==> src/rtl/mem_copy_engine.sv <==
// mem_copy_engine
// ---------------------------------------------------------------------------
// Block-copy initiator for the 256x8 data memory. A start request latches the
// source/destination pointers and a byte count. The engine then streams bytes
// from ascending source addresses to ascending destination addresses at one
// byte per cycle after a single fill (FETCH) cycle.
//
// Optional feature: define MEMCPY_CHECKSUM_EN to build a modulo-256 sum of
// every written byte. Without it, checksum is tied to zero.
//
// Ports
//   clock            system clock, rising edge
//   reset            synchronous, active-high
//   start            copy request, sampled only in IDLE
//   src_addr         first source address (latched on accepted start)
//   dst_addr         first destination address (latched on accepted start)
//   length           byte count (latched on accepted start); 0 = no transfer
//   busy             high in FETCH, STREAM and LAST
//   done             one-cycle completion pulse
//   mem_read_addr    memory read address (source pointer)
//   mem_read_data    memory combinational read data
//   mem_write_enable memory write enable
//   mem_write_addr   memory write address (destination pointer)
//   mem_write_data   memory write data (staging register)
//   checksum         modulo-256 sum of written bytes (0 if feature disabled)
//   o_dbg_state      current FSM state encoding, for observation only
//
// Handshake: start is a level-sensitive request with no ready signal. It is
// accepted only in a cycle where the FSM is IDLE; a start seen in any other
// state is dropped, not queued. Completion is signalled by the done pulse.
// ---------------------------------------------------------------------------
module mem_copy_engine (
    input  logic       clock,
    input  logic       reset,
    input  logic       start,
    input  logic [7:0] src_addr,
    input  logic [7:0] dst_addr,
    input  logic [7:0] length,
    output logic       busy,
    output logic       done,
    output logic [7:0] mem_read_addr,
    input  logic [7:0] mem_read_data,
    output logic       mem_write_enable,
    output logic [7:0] mem_write_addr,
    output logic [7:0] mem_write_data,
    output logic [7:0] checksum,
    output logic [2:0] o_dbg_state
);

    typedef enum logic [2:0] {
        S_IDLE   = 3'd0,
        S_FETCH  = 3'd1,
        S_STREAM = 3'd2,
        S_LAST   = 3'd3,
        S_DONE   = 3'd4
    } state_t;

    state_t     r_state;
    state_t     w_next;
    logic [7:0] r_src;
    logic [7:0] r_dst;
    logic [7:0] r_cnt;
    logic [7:0] r_stage;
    logic       w_busy;
    logic       w_done;
    logic       w_we;
    logic       w_accept;
    logic [7:0] w_cnt_dec;

    assign w_cnt_dec = r_cnt - 8'd1;

    // State register
    always_ff @(posedge clock) begin
        if (reset) begin
            r_state <= S_IDLE;
        end else begin
            r_state <= w_next;
        end
    end

    // Next-state and output decode; outputs depend only on r_state so they
    // are glitch-free with respect to the clock.
    always_comb begin
        w_next   = r_state;
        w_busy   = 1'b0;
        w_done   = 1'b0;
        w_we     = 1'b0;
        w_accept = 1'b0;
        case (r_state)
            S_IDLE: begin
                if (start) begin
                    w_accept = 1'b1;
                    w_next   = (length != 8'd0) ? S_FETCH : S_DONE;
                end
            end
            S_FETCH: begin
                w_busy = 1'b1;
                w_next = (w_cnt_dec != 8'd0) ? S_STREAM : S_LAST;
            end
            S_STREAM: begin
                w_busy = 1'b1;
                w_we   = 1'b1;
                w_next = (w_cnt_dec != 8'd0) ? S_STREAM : S_LAST;
            end
            S_LAST: begin
                w_busy = 1'b1;
                w_we   = 1'b1;
                w_next = S_DONE;
            end
            S_DONE: begin
                w_done = 1'b1;
                w_next = S_IDLE;
            end
            default: begin
                w_next = S_IDLE;
            end
        endcase
    end

    // Datapath: pointers, read counter, staging register.
    // r_cnt counts bytes still to be read, so it reaches zero one cycle
    // before the last write (the LAST state drains the staging register).
    always_ff @(posedge clock) begin
        if (reset) begin
            r_src   <= 8'd0;
            r_dst   <= 8'd0;
            r_cnt   <= 8'd0;
            r_stage <= 8'd0;
        end else begin
            case (r_state)
                S_IDLE: begin
                    if (w_accept && (length != 8'd0)) begin
                        r_src <= src_addr;
                        r_dst <= dst_addr;
                        r_cnt <= length;
                    end
                end
                S_FETCH: begin
                    r_stage <= mem_read_data;
                    r_src   <= r_src + 8'd1;
                    r_cnt   <= w_cnt_dec;
                end
                S_STREAM: begin
                    // The write of r_stage and the read of the next byte share
                    // this cycle, so a read sees memory as committed before it.
                    r_stage <= mem_read_data;
                    r_src   <= r_src + 8'd1;
                    r_dst   <= r_dst + 8'd1;
                    r_cnt   <= w_cnt_dec;
                end
                S_LAST: begin
                    r_dst <= r_dst + 8'd1;
                end
                default: begin
                end
            endcase
        end
    end

`ifdef MEMCPY_CHECKSUM_EN
    logic [7:0] r_csum;

    // Cleared on any accepted start (including length 0); holds after done.
    always_ff @(posedge clock) begin
        if (reset) begin
            r_csum <= 8'd0;
        end else if (w_accept) begin
            r_csum <= 8'd0;
        end else if (w_we) begin
            r_csum <= r_csum + r_stage;
        end
    end

    assign checksum = r_csum;
`else
    assign checksum = 8'h00;
`endif

    assign busy             = w_busy;
    assign done             = w_done;
    assign mem_write_enable = w_we;
    assign mem_read_addr    = r_src;
    assign mem_write_addr   = r_dst;
    assign mem_write_data   = r_stage;
    assign o_dbg_state      = r_state;

endmodule

==> config.mk <==
export PLATFORM = sky130hd
export DESIGN_NAME = mem_copy_engine
export DESIGN_NICKNAME = d
export VERILOG_FILES = /design/src/rtl/mem_copy_engine.sv
export SDC_FILE = /design/constraint.sdc
export NUM_CORES = 1
export LEC_CHECK = 0
export ABC_CLOCK_PERIOD_IN_PS = 1900
export CAP_MARGIN = 40
export CORE_ASPECT_RATIO = 0.75
export CORE_MARGIN = 3
export CORE_UTILIZATION = 39
export CTS_CLUSTER_SIZE = 30
export DETAILED_ROUTE_END_ITERATION = 16
export GPL_ROUTABILITY_DRIVEN = 0
export PLACE_DENSITY = 0.76
export SLEW_MARGIN = 30
export SYNTH_ARGS = -nofsm -noshare
export SYNTH_HDL_FRONTEND = slang
export SYNTH_SLANG_ARGS = --single-unit
export TNS_END_PERCENT = 1
==> constraint.sdc <==
create_clock -name clock -period 1.9 [get_ports clock]
set_input_delay 0.19 -clock clock [delete_from_list [all_inputs] [get_ports clock]]
set_output_delay 0.19 -clock clock [all_outputs]
set_load 0.02 [all_outputs]
==> flow_summary.ini, run 1 <==
[outcome]
run_status = finished, final reports clean

[yosys]
synth_fa_ha_area_frac = 0.0267
synth_top_family_by_area = simple AND/OR/NAND/NOR gates
synth_seq_cells = 35
syn_area_um2 = 1880
postSynthCellCount = 228
compound_gate_fraction_of_synth_area = 0.214
netlist-cell-type-count = 51
yosys.area.top_type = dfxtp_1
post_synth_main_area_contributors = dfxtp_1 37%, nand2_1 5.6%, nor2_1 5.2%
synth_edf_count = 0
avgSynthCellArea_um2 = 8.23
yosysWarnings = 0
async_reset_ff_frac = 0
ys.flop_type = dfxtp_1
synthDominantCellAreaShare = 0.373
synth_xor_xnor_area_share = 0.0140
yosys-top-cells-count = 35 x dfxtp_1, 28 x nand2_1, 26 x nor2_1
synth_simple_gate_area_frac = 0.290
synth_most_common_cell = dfxtp_1
sequential_element_share_of_the_synthesized_area = 0.373
synth_mux_area_frac = 0

[critical_path]
crit_path_class = flop to flop
cp_data_arrival_time_ns = 2.05
worstSetupStartpointType = flop
worst-endpoint-required_ns = 2.10
timing.critical_path.fanout_max = 5
worstPathCellList = buf_4 > ha_1 > or4b_1 > nor4_2 > a21bo_2 > o21ai_1
max_stage_delay_ns = 0.48
cp_slowest_cell = or4b_1
timing.critical_path.buf_inv = 1
critical_path.top_delay_family = simple AND/OR/NAND/NOR gates
setup.worst_path.end_class = flop

[floorplan]
io_pins = 73
placement_rows = 21
start_util = 0.413
floorplan.core_area_um2 = 4550
dieWidth_um = 86.1
die_area_um2 = 5690
die_h_um = 66.1

[power_and_ir_drop]
net-switching-power_mw = 0.821
total_power_mw = 2.51
worst_vdd_drop_mv = 0.550
sequentialPowerShare = 0.373
power_report.internal_total_mw = 1.69
static_leak_nw = 1.11
p_sw_frac = 0.327
p_per_area_nw_per_um2 = 884
power_frac_comb = 0.353
clock_power_share = 0.274

[sta]
setup_violations = 0
final-hold-violation-count = 0
final_min_period_over_clock_period = 0.976
finalSetupTns_ns = 0
rsz0062_at_grt = yes
period_needed_ns = 1.85
clock_skew_ns = 0.00614
final-max-slew-violation-count = 0
achievable_frequency_ghz = 0.539

[global_routing]
number_of_antenna_violations_at_the_first_check_in_global_routing = 0
grt_pass1_vias = 1820
largest_net_degree_at_the_start_of_global_routing = 35
grt.overflow.total = 0
groute.usage.overall = 0.184
grt_pass1_wl_mm = 8.45

[cts]
ctsRootBufferMaster = clkbuf_8
postCtsSetupRepairBufs = 0
worst_skew_pair.late_latency_ns = 0.28
tritoncts_clock_tree = built
ctsLongestPathBuffers = 2
cts-hold-fix-buffers = 0
cts_buffers = 5
clock_pin_slew_on_the_worst_setup_and_hold_paths_ns = 0.07
ctsHtreeMaxLevel = 2
cts_sinks = 35

[routing]
drt_iter0_drcs = 120
totalWireLength_mm = 5.14
antenna_left = 0
first_pass_iters = 4
drt_drc_violations_left = 0
route.vias.total = 1950
via_to_cell_ratio = 5.31
wl_per_cell_um = 14.0

[run]
drv.max_cap_violation_count = 0

[hold_path]
hp-class = input pin to flop

[cells_and_area]
final_core_util = 0.626
diodes_inserted = 0
final_cell_area_um2 = 2840
layout-drive-gt1-share = 0.161
fill_cells = 415
layout.nets = 348
area_delta_synth_final_pct = 51.5

[place]
placed_wire_length_estimate_mm = 3.78
port_buffers = 64
post_dp_cell_area_um2 = 2700
==> final timing paths <==
check / from / to / slack, ns / cells after the start
setup reg to reg: r_cnt[0]$_SDFFE_PP0P_ / o_dbg_state[0]$_SDFFE_PP0P_ / 0.05 / 6
setup / recovery: r_cnt[0]$_SDFFE_PP0P_ / o_dbg_state[0]$_SDFFE_PP0P_ / 0.05 / 6
hold / removal: mem_read_data[5] / mem_write_data[5]$_SDFFE_PP0N_ / 0.45 / 3
hold reg to reg: mem_write_data[5]$_SDFFE_PP0N_ / mem_write_data[5]$_SDFFE_PP0N_ / 0.45 / 2
==> final cells by class <==
class / count / area [µm²] / area share
Multi-Input combinational cell: 172 / 1080 / 0.378
Sequential cell: 35 / 702 / 0.247
Inverter: 6 / 22.5 / 0.00792
Clock inverter: 2 / 35.0 / 0.0123
Clock buffer: 6 / 82.6 / 0.0290
Timing Repair Buffer: 89 / 855 / 0.300
Tap cell: 57 / 71.3 / 0.0251
==> cell usage in the layout (no fill, tap or decap), drive strengths merged, types with 6 or more instances in the layout <==
cell type,instances
conb,8
nand2,28
clkdlybuf4s50,62
a21oi,19
inv,6
dfxtp,35
a2111oi,6
nor4,10
clkbuf,6
nor3,10
nor2,26
nand3,7
buf,25
==> through the flow <==
step                instances  hold WS, ns  setup WS, ns
floorplan                 235        0.326         0.101
finish                    367        0.452        0.0462
detailed placement        359        0.448        -0.251
CTS                       367        0.446       0.00695
global route              367        0.450       -0.0278
global placement          359        0.441        -0.135
==> sequential cells by signal, indices dropped and copies added, names as in the netlist <==
register,cells
mem_read_addr,8
mem_write_addr,8
mem_write_data,8
r_cnt,8
o_dbg_state,3
==> layer usage <==
| layer | part of all wire | vias to the layer above | global-route usage |
|---|---|---|---|
| li1 | - | 986 | - |
| met1 | 0.46 | 886 | 0.256 |
| met2 | 0.44 | 72 | 0.267 |
| met3 | 0.087 | 6 | 0.0560 |
| met4 | 0.012 | 0 | 0.0652 |
| met5 | 0 | - | 0 |
==> kinds of logic (layout without fill, tap and decap cells) <==
logic type	Yosys count	count (layout)
AO/OA/AOI/OAI	53	53
adder cells (fa/ha/maj)	4	4
AND/OR/NAND/NOR	104	104
buffers and inverters	28	103
XOR/XNOR	3	3
flip-flops	35	35
other	1	8
==> power by group through the flow <==
stage	sequential [mW]	clock [mW]	combinational, mW
3_5_place_dp	0.945	0	0.870
3_3_place_gp	0.943	0	0.856
2_1_floorplan	1.01	0	0.426
4_1_cts	0.931	0.708	0.875
5_1_grt	0.951	0.738	0.971
6_report	0.937	0.690	0.887
==> worst register-to-register path, cell delays in order (launching register included) <==
cell     delay [ns]
dfxtp_1        0.33
buf_4          0.14
ha_1           0.15
or4b_1         0.48
nor4_2         0.25
a21bo_2        0.27
o21ai_1        0.16
==> repair_timing <==
action | in CTS | in global routing
gates cloned | 0 | 0
endpoints found under the hold margin | 0 | 0
resized for setup | 3 | 6
setup endpoints to repair | 3 | 4
No activity file was read; power rests on OpenSTA's default activity.
==> run 2, diff against run 1 <==
Settings changed: CAP_MARGIN 40 to default, CORE_MARGIN 3 to 1.5.
==> run 2 against run 1 <==
Compared with the run above:
- core utilization increased by 0.055 points
- critical endpoint is now mem_write_addr[3]$_SDFFE_PP0P_
- combinational power down 0.6%
- worst setup slack gained 0.019 ns
- fmax up 1.1%
- register-to-register slack better by 0.05 ns
- non-clock buffer count stayed put
==> flow_summary.ini, run 2 (synthesized netlist as in run 1, its figures left out) <==
[sta]
period_needed_ns = 1.83
finalSetupTns_ns = 0
setup_violations = 0
rsz0062_at_grt = yes
final_min_period_over_clock_period = 0.966
achievable_frequency_ghz = 0.545
clock_skew_ns = 0.00952
final-max-slew-violation-count = 0
final-hold-violation-count = 0

[cts]
ctsRootBufferMaster = clkbuf_8
worst_skew_pair.late_latency_ns = 0.29
cts_resized = 1
cts_buffers = 5
tritoncts_clock_tree = built
cts_sinks = 35
ctsLongestPathBuffers = 2
postCtsSetupRepairBufs = 0
cts-hold-fix-buffers = 0
ctsHtreeMaxLevel = 2
clock_pin_slew_on_the_worst_setup_and_hold_paths_ns = 0.08

[critical_path]
worst-endpoint-required_ns = 2.08
timing.critical_path.fanout_max = 20
crit_path_class = input pin to flop
setup.worst_path.end_class = flop
cp_data_arrival_time_ns = 2.01
worstSetupStartpointType = input pin

[power_and_ir_drop]
clock_power_share = 0.283
p_per_area_nw_per_um2 = 895
sequentialPowerShare = 0.370
worst_vdd_drop_mv = 0.588
net-switching-power_mw = 0.853
static_leak_nw = 1.12
power_frac_comb = 0.346
p_sw_frac = 0.335
power_report.internal_total_mw = 1.70
total_power_mw = 2.55

[floorplan]
io_pins = 73
placement_rows = 21
floorplan.core_area_um2 = 4550
start_util = 0.413
die_area_um2 = 5240
die_h_um = 63.1
dieWidth_um = 83.1

[global_routing]
groute.usage.overall = 0.199
largest_net_degree_at_the_start_of_global_routing = 35
grt_pass1_vias = 1811
grt.overflow.total = 0
number_of_antenna_violations_at_the_first_check_in_global_routing = 0
grt_pass1_wl_mm = 8.60

[cells_and_area]
fill_cells = 411
area_delta_synth_final_pct = 51.7
leading_cell_type_in_the_layout_fill_and_taps_excluded = clkdlybuf4s50_1
storage_cell_area_um2 = 703
layout-drive-gt1-share = 0.161
layout.nets = 348
layout.cells.most_common_list = 62 x clkdlybuf4s50_1, 33 x dfxtp_1, 28 x nand2_1
multi_input_area_um2 = 1080
diodes_inserted = 0

[routing]
first_pass_iters = 4
antenna_left = 0
met2_wirelength_mm = 2.27
wl_per_cell_um = 14.1
route.vias.total = 1981
route.met3.wl_um = 400
totalWireLength_mm = 5.16
top_layer = met4
m1WireLength_mm = 2.46
drt_iter0_drcs = 141
drt_drc_violations_left = 0
via_to_cell_ratio = 5.40

[place]
port_buffers = 64
placed_wire_length_estimate_mm = 3.73

[hold_path]
hp-class = input pin to flop

[outcome]
run_status = finished, final reports clean

[run]
drv.max_cap_violation_count = 0
==> run 2: cell type report <==
cell class	count	share of cell area
flip-flops and latches	35	0.247
clock buffers	6	0.0290
multi-input cells	172	0.379
inverters	6	0.00791
clock inverters	2	0.0136
repair buffers	89	0.298
well taps	57	0.0251
==> run 2: path summary, 6_finish.rpt <==
check / startpoint / cells after the start / slack (ns) / end
worst max-delay path: length[0] / 6 / 0.07 / mem_write_addr[3]$_SDFFE_PP0P_
worst min-delay path: mem_read_data[4] / 3 / 0.45 / mem_write_data[4]$_SDFFE_PP0N_
worst max register to register: r_cnt[1]$_SDFFE_PP0P_ / 6 / 0.10 / r_cnt[6]$_SDFFE_PP0P_
worst min register to register: mem_write_data[4]$_SDFFE_PP0N_ / 2 / 0.46 / mem_write_data[4]$_SDFFE_PP0N_
==> run 2: critical path, cell delays in order <==
cell,delay [ns]
clkdlybuf4s50_1,0.42
or4_1,0.61
o21ai_2,0.21
buf_12,0.18
nor2_1,0.05
a2111oi_1,0.35
==> run 2: routing by layer <==
layer	GRT usage	vias to the layer above
met5	0	-
met4	0.0458	0
met3	0.0629	5
met2	0.300	71
met1	0.277	915
li1	-	990
==> run 2: through the flow <==
| stage | util | instances | hold slack (ns) | cell area (µm²) | setup WS (ns) |
|---|---|---|---|---|---|
| after detailed placement | 0.591 | 359 | 0.448 | 2690 | -0.250 |
| after global placement | 0.591 | 359 | 0.441 | 2690 | -0.130 |
| after global routing | 0.626 | 367 | 0.471 | 2850 | -0.0173 |
| after CTS | 0.618 | 367 | 0.438 | 2810 | 0.00889 |
| final | 0.626 | 367 | 0.445 | 2850 | 0.0655 |
| after floorplan | - | 235 | 0.326 | 1900 | 0.101 |
==> run 2: power groups by stage <==
stage                     registers (mW)  logic [mW]  clock network [mW]
after global routing               0.958       0.959               0.773
final                              0.944       0.882               0.723
after CTS                          0.931       0.863               0.729
after floorplan                     1.01       0.426                   0
after detailed placement           0.946       0.855                   0
after global placement             0.944       0.843                   0
==> run 3, diff against run 2 <==
--- a/config.mk
+++ b/config.mk
@@ -11,2 +11,3 @@
 export CORE_UTILIZATION = 39
+export CTS_CLUSTER_DIAMETER = 60
 export CTS_CLUSTER_SIZE = 30
==> constraint.sdc (replaced) <==
create_clock -name clock -period 1.9 [get_ports clock]
set_input_delay 0.38 -clock clock [delete_from_list [all_inputs] [get_ports clock]]
set_output_delay 0.38 -clock clock [all_outputs]
set_load 0.02 [all_outputs]
==> run 3 against run 2 <==
Compared with the run above:
- the run now ends with setup timing left
- critical endpoint unchanged
- via count fell by 0.86%
- clock skew decreased by 0.0018 ns
- non-clock buffer count up 2
- first-iteration DRC count fell by 9.9%
- worst hold slack better by 0.017 ns
==> flow_summary.ini, run 3 (synthesized netlist as in run 1, its figures left out) <==
[place]
placed_wire_length_estimate_mm = 3.69
port_buffers = 64
place.detailed.instances = 361

[routing]
wl_per_cell_um = 14.2
drt_iter0_drcs = 127
antenna_left = 0
first_pass_iters = 4
totalWireLength_mm = 5.23
via_to_cell_ratio = 5.32
route.vias.total = 1964
drt_drc_violations_left = 0

[outcome]
violated_checks = setup timing
run_status = finished, violations left

[cells_and_area]
layout-drive-gt1-share = 0.183
area_delta_synth_final_pct = 53.6
layout.cells.most_common_list = 61 x clkdlybuf4s50_1, 33 x dfxtp_1, 28 x nand2_1
diodes_inserted = 0
final-instance-count-excl-fill = 369
fill_cells = 397
layout.nets = 350
leading_cell_type_in_the_layout_fill_and_taps_excluded = clkdlybuf4s50_1

[hold_path]
hold_path_startpoint = mem_write_data[0]$_SDFFE_PP0N_
hp-class = flop to flop

[critical_path]
cp_slowest_cell = or4_4
worst-endpoint-required_ns = 2.10
setup.worst_path.start = length[4]
max_stage_delay_ns = 0.57
setup.worst_path.end_class = flop
worstSetupStartpointType = input pin
worstPathCellList = clkdlybuf4s50_1 > or4_4 > o21ai_4 > buf_12 > nor2_1 > a2111oi_2
critical_path.reg2reg.startpoint = o_dbg_state[0]$_SDFFE_PP0P_
cp_data_arrival_time_ns = 2.10
timing.critical_path.fanout_max = 17
crit_path_class = input pin to flop

[sta]
rsz0062_at_grt = yes
tightestPinTransition_ns = 0.619
final_min_period_over_clock_period = 1.00
setup_violations = 1
maxSlewHeadroom = 0.584
clock_skew_ns = 0.00771
achievable_frequency_ghz = 0.525
final-hold-violation-count = 0
fin_ws_ns = -0.00393
final-max-slew-violation-count = 0
finalSetupTns_ns = -0.00393
period_needed_ns = 1.90

[cts]
tritoncts_clock_tree = built
cts_buffers = 5
cts_sinks = 35
clock_pin_slew_on_the_worst_setup_and_hold_paths_ns = 0.08
worst_skew_pair.late_latency_ns = 0.30
ctsHtreeMaxLevel = 2
ctsLongestPathBuffers = 2
ctsRootBufferMaster = clkbuf_8

[floorplan]
placement_rows = 21
floorplan.core_area_um2 = 4550
dieWidth_um = 83.1
die_area_um2 = 5240
start_util = 0.413
die_h_um = 63.1
io_pins = 73

[power_and_ir_drop]
p_per_area_nw_per_um2 = 882
static_leak_nw = 1.10
worst_vdd_drop_mv = 0.518

[global_routing]
grt_pass1_wl_mm = 8.19
grt_pass1_vias = 1683
number_of_antenna_violations_at_the_first_check_in_global_routing = 0
grt.overflow.total = 0
groute.usage.overall = 0.194
largest_net_degree_at_the_start_of_global_routing = 35

[run]
drv.max_cap_violation_count = 0
-- run 3: final cells by class --
cell class	count	area [µm²]	area share
Clock buffer	5	68.8	0.0239
Inverter	6	22.5	0.00781
Sequential cell	35	703	0.244
Timing Repair Buffer	91	865	0.300
Multi-Input combinational cell	172	1110	0.384
Tap cell	57	71.3	0.0247
Clock inverter	3	46.3	0.0161
-- run 3: worst max-delay path: cells and delay by family --
family / cells / cell delay (ns)
AO/OA/AOI/OAI: 2 / 0.50
buffers and inverters: 2 / 0.57
AND/OR/NAND/NOR: 2 / 0.63
-- run 3: worst paths after layout --
kind / to / slack, ns / cells past startpoint
setup / recovery: mem_write_addr[3]$_SDFFE_PP0P_ / -0.004 / 6
hold / removal: mem_write_data[0]$_SDFFE_PP0N_ / 0.46 / 2
setup reg to reg: mem_read_addr[4]$_SDFFE_PP0P_ / 0.09 / 4
hold reg to reg: mem_write_data[0]$_SDFFE_PP0N_ / 0.46 / 2
-- run 3: report_power, final --
part | switching [mW] | internal (mW)
logic | 0.454 | 0.446
clock network | 0.308 | 0.395
registers | 0.111 | 0.828
total | 0.873 | 1.67
-- run 3: repair_timing --
item / in CTS / in global routing
setup buffers: 0 / 0
pin swaps: 1 / 8
resized for setup: 8 / 8
hold buffers: 0 / 0
endpoints found under the setup margin: 10 / 15
-- run 3: metrics by stage --
| step | setup slack [ns] | cell area [µm²] | utilization | hold slack (ns) | power, mW |
|---|---|---|---|---|---|
| floorplan | 0.101 | 1900 | - | 0.498 | 1.43 |
| global placement | -0.319 | 2720 | 0.597 | 0.441 | 1.81 |
| detailed placement | -0.421 | 2720 | 0.597 | 0.448 | 1.82 |
| CTS | -0.000115 | 2850 | 0.626 | 0.464 | 2.53 |
| global route | -0.0562 | 2880 | 0.634 | 0.478 | 2.68 |
| finish | -0.00393 | 2880 | 0.634 | 0.462 | 2.54 |
-- run 3: routing by layer --
| layer | vias to the layer above | wire length [µm] | GRT usage |
|---|---|---|---|
| met5 | - | 0 | 0 |
| met4 | 0 | 38 | 0.0375 |
| met3 | 5 | 390 | 0.0786 |
| met2 | 69 | 2270 | 0.288 |
| met1 | 901 | 2520 | 0.267 |
| li1 | 989 | - | - |
